[src/rtl/parking_display.sv]
// Parking-lot free-space display: scans four seven-segment digits from the
// 500 Hz strobe and shows "P nn", "FULL" (blinking at 2 Hz) or "P --" on overflow.
module parking_display #(
    parameter int CAPACITY = 20
) (
    input  logic       clk,
    input  logic       reset,
    input  logic       clk_500Hz,
    input  logic       clk_2Hz,
    input  logic [6:0] free_count,
    output logic [3:0] an,
    output logic [6:0] seg,
    output logic       err
);

    // Glyph codes used internally before segment encoding.
    localparam logic [3:0] GLYPH_P     = 4'd10;
    localparam logic [3:0] GLYPH_F     = 4'd11;
    localparam logic [3:0] GLYPH_U     = 4'd12;
    localparam logic [3:0] GLYPH_L     = 4'd13;
    localparam logic [3:0] GLYPH_DASH  = 4'd14;
    localparam logic [3:0] GLYPH_BLANK = 4'd15;

    localparam logic [6:0] CAP_VALUE = 7'(CAPACITY);

    typedef enum logic [1:0] {
        MODE_NORMAL = 2'd0,
        MODE_FULL   = 2'd1,
        MODE_ERR    = 2'd2
    } mode_t;

    // Active-low segment pattern {g,f,e,d,c,b,a} for each glyph code.
    function automatic logic [6:0] seg_encode(input logic [3:0] glyph);
        logic [6:0] pattern;
        case (glyph)
            4'd0:        pattern = 7'b1000000;
            4'd1:        pattern = 7'b1111001;
            4'd2:        pattern = 7'b0100100;
            4'd3:        pattern = 7'b0110000;
            4'd4:        pattern = 7'b0011001;
            4'd5:        pattern = 7'b0010010;
            4'd6:        pattern = 7'b0000010;
            4'd7:        pattern = 7'b1111000;
            4'd8:        pattern = 7'b0000000;
            4'd9:        pattern = 7'b0010000;
            GLYPH_P:     pattern = 7'b0001100;
            GLYPH_F:     pattern = 7'b0001110;
            GLYPH_U:     pattern = 7'b1000001;
            GLYPH_L:     pattern = 7'b1000111;
            GLYPH_DASH:  pattern = 7'b0111111;
            default:     pattern = 7'b1111111;
        endcase
        return pattern;
    endfunction

    logic       prev_500_r;
    logic [1:0] idx_r;
    logic [6:0] frame_r;
    logic       shown_r;
    logic [3:0] an_r;
    logic [6:0] seg_r;
    logic       err_r;

    logic       tick_s;
    logic [1:0] idx_next_s;
    logic [6:0] frame_next_s;
    logic       shown_next_s;
    mode_t      mode_s;
    logic [3:0] tens_s;
    logic [3:0] units_s;
    logic [3:0] glyph_s;
    logic [3:0] an_next_s;
    logic [6:0] seg_next_s;
    logic       err_next_s;

    // Scan tick detection, index advance and frame latch at the 3->0 wrap.
    always_comb begin
        tick_s       = clk_500Hz & ~prev_500_r;
        idx_next_s   = idx_r;
        frame_next_s = frame_r;
        shown_next_s = shown_r | tick_s;
        if (tick_s) begin
            idx_next_s = idx_r + 2'd1;
            if (idx_r == 2'd3) begin
                frame_next_s = free_count;
            end else begin
                frame_next_s = frame_r;
            end
        end else begin
            idx_next_s = idx_r;
        end
    end

    // Mode decode and decimal split of the frame value that will be displayed.
    always_comb begin
        mode_s  = MODE_NORMAL;
        tens_s  = 4'(frame_next_s / 7'd10);
        units_s = 4'(frame_next_s - (7'(tens_s) * 7'd10));
        if (frame_next_s == 7'd0) begin
            mode_s = MODE_FULL;
        end else if (frame_next_s > CAP_VALUE) begin
            mode_s = MODE_ERR;
        end else begin
            mode_s = MODE_NORMAL;
        end
    end

    // Glyph selection for the digit being enabled next, plus enables and err.
    always_comb begin
        glyph_s    = GLYPH_BLANK;
        an_next_s  = 4'b1111;
        seg_next_s = 7'b1111111;
        err_next_s = 1'b0;
        case (mode_s)
            MODE_FULL: begin
                case (idx_next_s)
                    2'd3:    glyph_s = GLYPH_F;
                    2'd2:    glyph_s = GLYPH_U;
                    default: glyph_s = GLYPH_L;
                endcase
            end
            MODE_ERR: begin
                case (idx_next_s)
                    2'd3:    glyph_s = GLYPH_P;
                    2'd2:    glyph_s = GLYPH_BLANK;
                    default: glyph_s = GLYPH_DASH;
                endcase
            end
            default: begin
                case (idx_next_s)
                    2'd3:    glyph_s = GLYPH_P;
                    2'd2:    glyph_s = GLYPH_BLANK;
                    2'd1:    glyph_s = (tens_s == 4'd0) ? GLYPH_BLANK : tens_s;
                    default: glyph_s = units_s;
                endcase
            end
        endcase
        if (shown_next_s) begin
            seg_next_s = seg_encode(glyph_s);
            err_next_s = (mode_s == MODE_ERR);
            // FULL blinks: all digits dark while the 2 Hz wave is low.
            if ((mode_s == MODE_FULL) && !clk_2Hz) begin
                an_next_s = 4'b1111;
            end else begin
                an_next_s = ~(4'b0001 << idx_next_s);
            end
        end else begin
            seg_next_s = 7'b1111111;
            an_next_s  = 4'b1111;
            err_next_s = 1'b0;
        end
    end

    // State and registered outputs; outputs refresh every clk so the blink follows clk_2Hz.
    always_ff @(posedge clk or negedge reset) begin
        if (!reset) begin
            prev_500_r <= 1'b0;
            idx_r      <= 2'd0;
            frame_r    <= 7'd0;
            shown_r    <= 1'b0;
            an_r       <= 4'b1111;
            seg_r      <= 7'b1111111;
            err_r      <= 1'b0;
        end else begin
            prev_500_r <= clk_500Hz;
            idx_r      <= idx_next_s;
            frame_r    <= frame_next_s;
            shown_r    <= shown_next_s;
            an_r       <= an_next_s;
            seg_r      <= seg_next_s;
            err_r      <= err_next_s;
        end
    end

    assign an  = an_r;
    assign seg = seg_r;
    assign err = err_r;

endmodule

[config.mk]
export PLATFORM = sky130hd
export DESIGN_NAME = parking_display
export DESIGN_NICKNAME = d
export VERILOG_FILES = /design/src/rtl/parking_display.sv
export SDC_FILE = /design/constraint.sdc
export NUM_CORES = 1
export LEC_CHECK = 0
export CAP_MARGIN = 30
export CORE_MARGIN = 3
export CORE_UTILIZATION = 56
export DETAILED_ROUTE_END_ITERATION = 7
export GPL_ROUTABILITY_DRIVEN = 0
export GPL_TIMING_DRIVEN = 0
export PLACE_DENSITY = 0.91
export SLEW_MARGIN = 10
export SYNTH_ARGS = -nofsm -noshare
export SYNTH_HDL_FRONTEND = slang
export SYNTH_SLANG_ARGS = --single-unit
[constraint.sdc]
create_clock -name clk -period 5.9 [get_ports clk]
set_clock_uncertainty 0.1 [all_clocks]
set_input_delay 1.18 -clock clk [delete_from_list [all_inputs] [get_ports clk]]
set_output_delay 1.18 -clock clk [all_outputs]
set_load 0.02 [all_outputs]
==> results of run 1 <==
## worst min path at each step
| stage | start | end | slack, ns | depth (start not counted) |
|---|---|---|---|---|
| after global routing | frame_r[0] | frame_r[0] | 0.50 | 2 |
| final | frame_r[0] | frame_r[0] | 0.47 | 2 |
| after global placement | frame_r[0] | frame_r[0] | 0.42 | 2 |
| after detailed placement | frame_r[0] | frame_r[0] | 0.43 | 2 |
| after floorplan | frame_r[0] | frame_r[0] | 0.38 | 2 |
| after CTS | frame_r[0] | frame_r[0] | 0.46 | 2 |
## routing by layer
metal  GRT usage  vias to the layer above
li1            -                      779
met4     0.07547                        0
met3     0.03209                        5
met5           0                        -
met1      0.2912                      782
met2      0.3412                       46
## Yosys cell counts, drive strengths merged (2+ instances only)
cell | n | area [um^2]
nor2 | 13 | 53.80
nor3b | 2 | 15.01
xnor2 | 3 | 26.28
a21oi | 11 | 55.05
o211a | 3 | 30.03
o21a | 4 | 30.03
o211ai | 4 | 35.03
o21ai | 9 | 45.04
a31oi | 3 | 18.77
nand2 | 15 | 56.30
dfrtp | 12 | 300.3
a21o | 2 | 15.01
nor4 | 2 | 12.51
ha | 8 | 100.1
dfstp | 11 | 289.0
nor2b | 5 | 31.28
inv | 15 | 56.30
o221ai | 2 | 17.52
a21boi | 3 | 26.28
nand4 | 2 | 12.51
o21bai | 2 | 15.01
nand3 | 6 | 30.03
buf | 8 | 58.80
a211oi | 5 | 60.05
mux2 | 4 | 45.04
and2 | 3 | 21.27
nand2b | 4 | 25.02
a311oi | 2 | 17.52
nand4b | 3 | 26.28
mux2i | 5 | 57.56
o31ai | 3 | 22.52
nor3 | 7 | 51.30
nand3b | 3 | 22.52
a2111oi | 2 | 25.02
## timing repair
item | CTS | global route
endpoints found under the setup margin | 0 | 7
setup buffers | 0 | 4
resized for setup | 0 | 9
## state kept, by name, indices dropped and copies added, names as in the netlist
signal	flops
an	4
err	1
frame_r	7
idx_r	2
prev_500_r	1
seg	7
shown_r	1
## worst max-delay path, delay by kind of cell
kind / cells / cell delay (ns)
AND/OR/NAND/NOR: 8 / 1.39
multiplexers: 1 / 0.19
buffers and inverters: 7 / 1.18
AO/OA/AOI/OAI: 5 / 0.97
adder cells (fa/ha/maj): 3 / 0.87
## cell usage in the layout, fill, tap and decap left out, types with 3 or more instances in the layout
master and count:
xnor2_1 3, nand2b_1 4, dfrtp_1 12, ha_1 8
o211ai_1 3, a21oi_1 11, nand2_1 15, nand3_1 6
buf_6 3, clkdlybuf4s50_1 20, nor2b_1 4, mux2_2 4
nor2_1 10, a31oi_1 3, buf_2 4, nor3_1 5
mux2i_1 3, o21a_1 4, buf_4 4, o211a_1 3
nor2_2 3, clkbuf_4 4, nand3b_1 3, o21ai_1 7
o31ai_1 3, nand4b_1 3, dfstp_2 11, inv_1 14
## metrics by stage
step | setup slack, ns | TNS [ns] | hold WS [ns] | util | instances
floorplan | 0.7516 | 0 | 0.3803 | - | 197
global placement | -0.2436 | -1.443 | 0.4154 | 0.6789 | 261
detailed placement | -0.3056 | -1.822 | 0.4309 | 0.6837 | 262
CTS | 0.03409 | 0 | 0.4603 | 0.6927 | 266
global route | -0.05381 | -0.2990 | 0.5042 | 0.7138 | 270
finish | 0.2686 | 0 | 0.4737 | 0.7138 | 270
## cells by family (layout without fill, tap and decap cells)
| logic type | Yosys count | count (layout) |
|---|---|---|
| AO/OA/AOI/OAI | 59 | 59 |
| XOR/XNOR | 3 | 3 |
| adder cells (fa/ha/maj) | 9 | 9 |
| buffers and inverters | 24 | 53 |
| flip-flops | 23 | 23 |
| multiplexers | 9 | 9 |
| AND/OR/NAND/NOR | 70 | 70 |
## final cells by class
class	count	area share
multi-input cells	150	0.5273
flip-flops and latches	23	0.2682
repair buffers	25	0.1116
plain buffers	8	0.02790
inverters	16	0.02733
well taps	44	0.02506
clock buffers	3	0.01025
clock inverters	1	0.002278
==> summary.txt, run 1 <==
run status: finished, final reports clean
post-route clock period utilization: 0.9545
origin of the worst setup path: clk_500Hz
Arr. time, crit path: 5.78 ns
largest net degree at the start of global routing: 14
Synth Area in XOR/XNOR: 0.01432
Starting DRT DRC Count: 125
Synthesized Nets: 217
CP max stage cell: clkdlybuf4s50_1
port bufs: 20
DR top layer: met4
clock-pin slew on the worst setup and hold paths: 0.14 ns
Yosys Warn Count: 0
share of layout cells above drive strength 1: 0.2389
startpoint types: input port
CP Cell Sequence: clkdlybuf4s50_1 > and3b_1 > buf_6 > mux2i_2 > inv_2 > nand3_1 > a211oi_4 > inv_1 > ha_1 > o211ai_1 > and4_1 > a211oi_4 > and2_4 > inv_1 > ha_1 > inv_1 > fa_1 > nor2_2 > a311oi_2 > nand4_1 > nor2b_4 > clkbuf_4 > nand2_1 > o221ai_1
Post-synth EDFFs: 0
CTS Buffer Depth: 2
Hold Buf Count CTS: 0
Sequential Area: 589.3 um^2
placed instance area: 2105 um^2
Worst Path Max Fanout: 10
global-route wire length before repair: 6.851 mm
vias in the first global route: 1,503
vias per cell: 5.970
CP endpoint: seg[6]
Hold Violations, Final: 0
die area: 3998 um^2
Cell Area, Synth: 1834 um^2
# setup viols final: 0
sequential share of the synthesized area: 0.3213
Crit. End Element: flip-flop
Final Instance Area: 2197 um^2
GRT Resource Usage Total: 0.2123
filler cell count: 224
initial antenna violation count: 0
clk root buf: clkbuf_4
area of the multi-input gates: 1159 um^2
CTS sink count: 23
H-tree Lvls: 1
CP peak stage delay: 0.47 ns
Post-Synth Adder-Cell Area: 0.06548
nets@finish: 247
met3 WL: 217 um
r2r endpoint: seg[6]
Synth cell types: 59
largest family of logic cells by synthesized area: compound AO/OA/AOI/OAI gates
Fmax achieved: 177.6 MHz
FFs w/ async S/R, synth: 1.000
Rel. slew slack: 0.4532
Crit path top cell by count: inv_1
Rows: 20
drt total wl: 4.050 mm
Synth Register Bits: 23
dpl hpwl: 3.014 mm
CTS buffer count: 3
Tmin final: 5.631 ns
R2R depth: 24
Antenna Cells: 0
Starting Density: 0.5959
Die X: 63.23 um
met2 WL: 1.972 mm
Wirelength per Cell: 15.00 um
CORE AREA: 3078 um^2
Die Y: 63.23 um
Synth Area in Simple Gates: 0.2176
post-synthesis mux area share: 0.05593
post-synthesis compound-gate area fraction: 0.2606
HP Class: reg -> reg
Reg2Reg Setup Slack: 0.95 ns
CP required: 6.04 ns
area growth from synthesis to layout: 19.78%
Vias: 1,612
CP Class: in -> reg
Avg Cell Area, Syn: 9.311 um^2
GR Overflow Total: 0
FF-to-FF Start: idx_r[0]
Pre-antenna DRT Iters: 4
Worst Max-Slew Pin Slew: 0.8144 ns
max-cap viol count: 0
wl on met1: 1.799 mm
Ports: 23
worst skew pair latency: 0.33 ns
post-route ant nets: 0
prevailing post-synth register cell: dfrtp_1
CTS tree: yes
DRC errors left: 0
Pins Over Slew Limit: 0
Mapped Cells: 197
Power of run 1 is not shown: default switching activity piles up to over one toggle a cycle in this logic, so the estimate is an artifact.
==> inputs of run 2 (changes only) <==
Settings changed: CORE_UTILIZATION 56 to 63, DONT_BUFFER_PORTS set to 1, PLACE_DENSITY 0.91 to 0.9.
==> run 2 against run 1 <==
- sequential share of layout area increased by 4.2 points
- largest cell class unchanged
- register-to-register slack got worse by 0.33 ns
- non-clock buffer count decreased by 25
- global-route usage increased by 3.3 points
- utilization increased by 1.3 points
- setup slack improved by 0.17 ns
- cell area decreased by 14%
==> summary.txt, run 2 (synthesized netlist as in run 1, its figures left out) <==
die area: 3595 um^2
Die Y: 59.96 um
nets@finish: 222
startpoint types: input port
post-route ant nets: 0
global-route wire length before repair: 6.651 mm
R2R depth: 25
Fmax achieved: 183.2 MHz
CORE AREA: 2613 um^2
CTS sink count: 23
Worst Path Max Fanout: 10
Hold Violations, Final: 0
CTS tree: yes
CTS Buffer Depth: 2
vias per cell: 6.654
PostCTS Resize Cnt: 0
Starting DRT DRC Count: 78
setup bufs post-CTS: 0
Hold Buf Count CTS: 0
Rows: 18
Pins Over Slew Limit: 0
CTS buffer count: 3
Tmin final: 5.457 ns
worst skew pair latency: 0.31 ns
CP Class: in -> reg
CP peak stage delay: 0.40 ns
met2 Usage GRT: 0.4105
Wirelength per Cell: 17.27 um
Rel. slew slack: 0.4350
FF-to-FF Start: idx_r[0]
GR Layer Usage met1: 0.3170
initial antenna violation count: 0
CP max stage cell: fa_1
DRC errors left: 0
HP Class: in -> async
Crit path top cell by count: inv_1
Arr. time, crit path: 5.61 ns
area growth from synthesis to layout: 3.547%
GR Overflow Total: 0
post-route clock period utilization: 0.9249
Starting Density: 0.7021
Ports: 23
RSZ-0062 raised after global routing: no
port bufs: 0
Antenna Cells: 0
largest net degree at the start of global routing: 24
drt total wl: 3.990 mm
run status: finished, final reports clean
leading cell types in the layout, fill and taps excluded: 15 x nand2_1, 14 x inv_1, 12 x dfrtp_1
clk root buf: clkbuf_4
max-cap viol count: 0
GR peak layer: met2
GRT Resource Usage Total: 0.2449
Die X: 59.96 um
Vias: 1,537
CP Cell Sequence: and3b_1 > buf_6 > mux2i_2 > inv_2 > nand3_1 > a211oi_2 > inv_1 > ha_1 > o211ai_1 > nand2_1 > o21ai_1 > a211oi_4 > and2_4 > inv_1 > ha_1 > inv_1 > fa_1 > nor2_1 > a311oi_1 > nand4_1 > nor2b_1 > buf_2 > a21boi_0 > o21ai_1
GR Util met3: 0.05400
dpl hpwl: 3.053 mm
vias in the first global route: 1,494
Crit. End Element: flip-flop
share of layout cells above drive strength 1: 0.2189
H-tree Lvls: 1
final setup TNS: 0 ns
origin of the worst setup path: clk_500Hz
Worst Max-Slew Pin Slew: 0.8415 ns
Pre-antenna DRT Iters: 4
commonest non-fill, non-tap cell in the layout: nand2_1
clock-pin slew on the worst setup and hold paths: 0.13 ns
CP required: 6.05 ns
# setup viols final: 0
==> run 2: per-stage QoR <==
| step | cells | hold slack [ns] | cell area, um^2 | util | setup slack (ns) |
|---|---|---|---|---|---|
| floorplan | 197 | 0.3803 | 1834 | - | 0.7516 |
| global placement | 227 | 0.4379 | 1872 | 0.7165 | 0.3311 |
| detailed placement | 227 | 0.4465 | 1872 | 0.7165 | 0.1589 |
| CTS | 231 | 0.4348 | 1899 | 0.7270 | 0.4574 |
| global route | 231 | 0.4122 | 1899 | 0.7270 | 0.03295 |
| finish | 231 | 0.4375 | 1899 | 0.7270 | 0.4429 |
==> run 2: final cells by class <==
type	count	area [um^2]
well taps	30	37.54
clock inverters	1	5.005
multi-input cells	150	1126
clock buffers	3	22.52
inverters	16	60.06
flip-flops and latches	23	589.3
plain buffers	8	58.81
fillers	205	713.2
==> run 2: final timing paths <==
check	endpoint	slack, ns
setup / recovery	seg[0]	0.44
hold / removal	frame_r[2]	0.44
setup reg to reg	seg[0]	0.62
hold reg to reg	err	0.48
max in group asynchronous	seg[3]	5.09
min in group clk	err	0.48
==> run 2: critical path, delay by kind of cell <==
kind / cells / cell delay [ns]
fa+ha+maj: 3 / 0.87
compound gates: 7 / 1.38
simple gates: 7 / 1.17
mux: 1 / 0.19
buf+inv: 6 / 0.79
==> run 2: per-layer routing <==
layer	vias up	routed length (um)
met1	738	1658
met5	-	0
met2	68	2013
li1	725	-
met4	0	35
met3	6	283
Power of run 2 is left out for the same reason.
==> inputs of run 3 (changes only) <==
Settings changed: CORE_ASPECT_RATIO set to 1.4.
==> run 3 against run 2 <==
- utilization is 1.9 points lower
- die area is 0.25% higher
- first-iteration DRC count is 7.7% lower
- cell count is 2.6% higher
- cell area is 0.53% higher
- sequential cell count stayed put
- hold slack worse by 0.017 ns
- maximum frequency is 0.15% higher
- global-route usage is 0.82 points lower
- largest cell class unchanged
==> summary.txt, run 3 (synthesized netlist as in run 1, its figures left out) <==
leading cell types in the layout, fill and taps excluded: 15 x nand2_1, 14 x inv_1, 12 x dfrtp_1
r2r endpoint: seg[6]
CTS tree: yes
run status: finished, final reports clean
vias in the first global route: 1,545
PostCTS Resize Cnt: 0
clk root buf: clkbuf_4
Pre-antenna DRT Iters: 4
filler cell count: 230
setup bufs post-CTS: 0
port bufs: 0
nets@finish: 222
Rows: 22
R2R depth: 25
CTS Buffer Depth: 2
CP Class: in -> reg
Antenna Cells: 0
GR Overflow Total: 0
area growth from synthesis to layout: 4.093%
Pins Over Slew Limit: 0
dpl hpwl: 3.235 mm
CORE AREA: 2698 um^2
Tmin final: 5.449 ns
CTS sink count: 23
die area: 3604 um^2
Vias: 1,534
commonest non-fill, non-tap cell in the layout: nand2_1
Starting DRT DRC Count: 72
share of layout cells above drive strength 1: 0.2189
max-cap viol count: 0
DRC errors left: 0
post-route ant nets: 0
Die Y: 69.85 um
Worst Setup Slack, final: 0.4512 ns
Hold Buf Count CTS: 0
CTS buffer count: 3
Starting Density: 0.6800
drt total wl: 4.100 mm
# setup viols final: 0
global-route wire length before repair: 6.706 mm
Wirelength per Cell: 17.30 um
pre-CTS setup slack: 0.1487 ns
final setup TNS: 0 ns
CP required: 6.03 ns
Rel. slew slack: 0.4977
Crit. End Element: flip-flop
Hold Violations, Final: 0
FF-to-FF Start: idx_r[0]
HP Class: in -> async
H-tree Lvls: 1
Worst Path Max Fanout: 10
Fmax achieved: 183.5 MHz
Cells after DPL: 233
Ports: 23
Arr. time, crit path: 5.58 ns
initial antenna violation count: 0
Final Non-Filler Cells: 237
clock-pin slew on the worst setup and hold paths: 0.14 ns
largest net degree at the start of global routing: 24
GRT Resource Usage Total: 0.2368
post-route clock period utilization: 0.9235
Worst Max-Slew Pin Slew: 0.7481 ns
startpoint types: input port
vias per cell: 6.473
Die X: 51.61 um
Reg2Reg Setup Slack: 0.62 ns
worst skew pair latency: 0.33 ns
RSZ-0062 raised after global routing: no
-- run 3: changes by cell type in the layout (fill, tap and decap cells not counted) --
cell        delta
clkinv_2       -1
clkinvlp_4     +1
-- run 3: metrics by stage --
step | area, um^2 | hold slack [ns] | util
final | 1909 | 0.4204 | 0.7078
after floorplan | 1834 | 0.3803 | -
after global placement | 1879 | 0.4255 | 0.6967
after global routing | 1909 | 0.4077 | 0.7078
after detailed placement | 1879 | 0.4291 | 0.6967
after CTS | 1909 | 0.4230 | 0.7078
-- run 3: per-layer routing --
| metal | track usage | vias to the layer above | routed length, um |
|---|---|---|---|
| met3 | 0.01290 | 7 | 161 |
| met4 | 0.07289 | 0 | 58 |
| met2 | 0.4561 | 63 | 2325 |
| met1 | 0.2643 | 736 | 1555 |
| met5 | 0 | - | 0 |
| li1 | - | 728 | - |
-- run 3: worst max-delay path, cell delays in order --
cell      delay [ns]
and3b_1         0.15
buf_6           0.14
mux2i_2         0.19
inv_2           0.12
nand3_1         0.10
a211oi_2        0.34
inv_1           0.14
ha_1            0.30
o211ai_1        0.13
nand2_1         0.10
o21ai_1         0.10
a211oi_4        0.34
and2_4          0.21
inv_1           0.05
ha_1            0.16
inv_1           0.06
fa_1            0.41
nor2_1          0.15
a311oi_1        0.13
nand4_1         0.13
nor2b_1         0.31
buf_2           0.28
nand2_1         0.10
o221ai_1        0.25
-- run 3: worst max-delay path by stage --
| stage | startpoint | end | slack (ns) |
|---|---|---|---|
| 2_1_floorplan | clk_500Hz | seg[0] | 0.75 |
| 3_3_place_gp | clk_500Hz | seg[6] | 0.30 |
| 3_5_place_dp | clk_500Hz | seg[6] | 0.15 |
| 4_1_cts | clk_500Hz | seg[6] | 0.46 |
| 5_1_grt | clk_500Hz | seg[5] | 0.1 |
| 6_report | clk_500Hz | seg[6] | 0.45 |
-- run 3: area by class of cell --
class                           instances  area, um^2  area share
Clock buffer                            3       22.52     0.01180
Sequential cell                        23       589.3      0.3087
Buffer                                  8       58.81     0.03080
Multi-Input combinational cell        150        1126      0.5898
Tap cell                               36       45.04     0.02359
Clock inverter                          1       7.507    0.003932
Inverter                               16       60.06     0.03145
Power of run 3 is left out for the same reason.
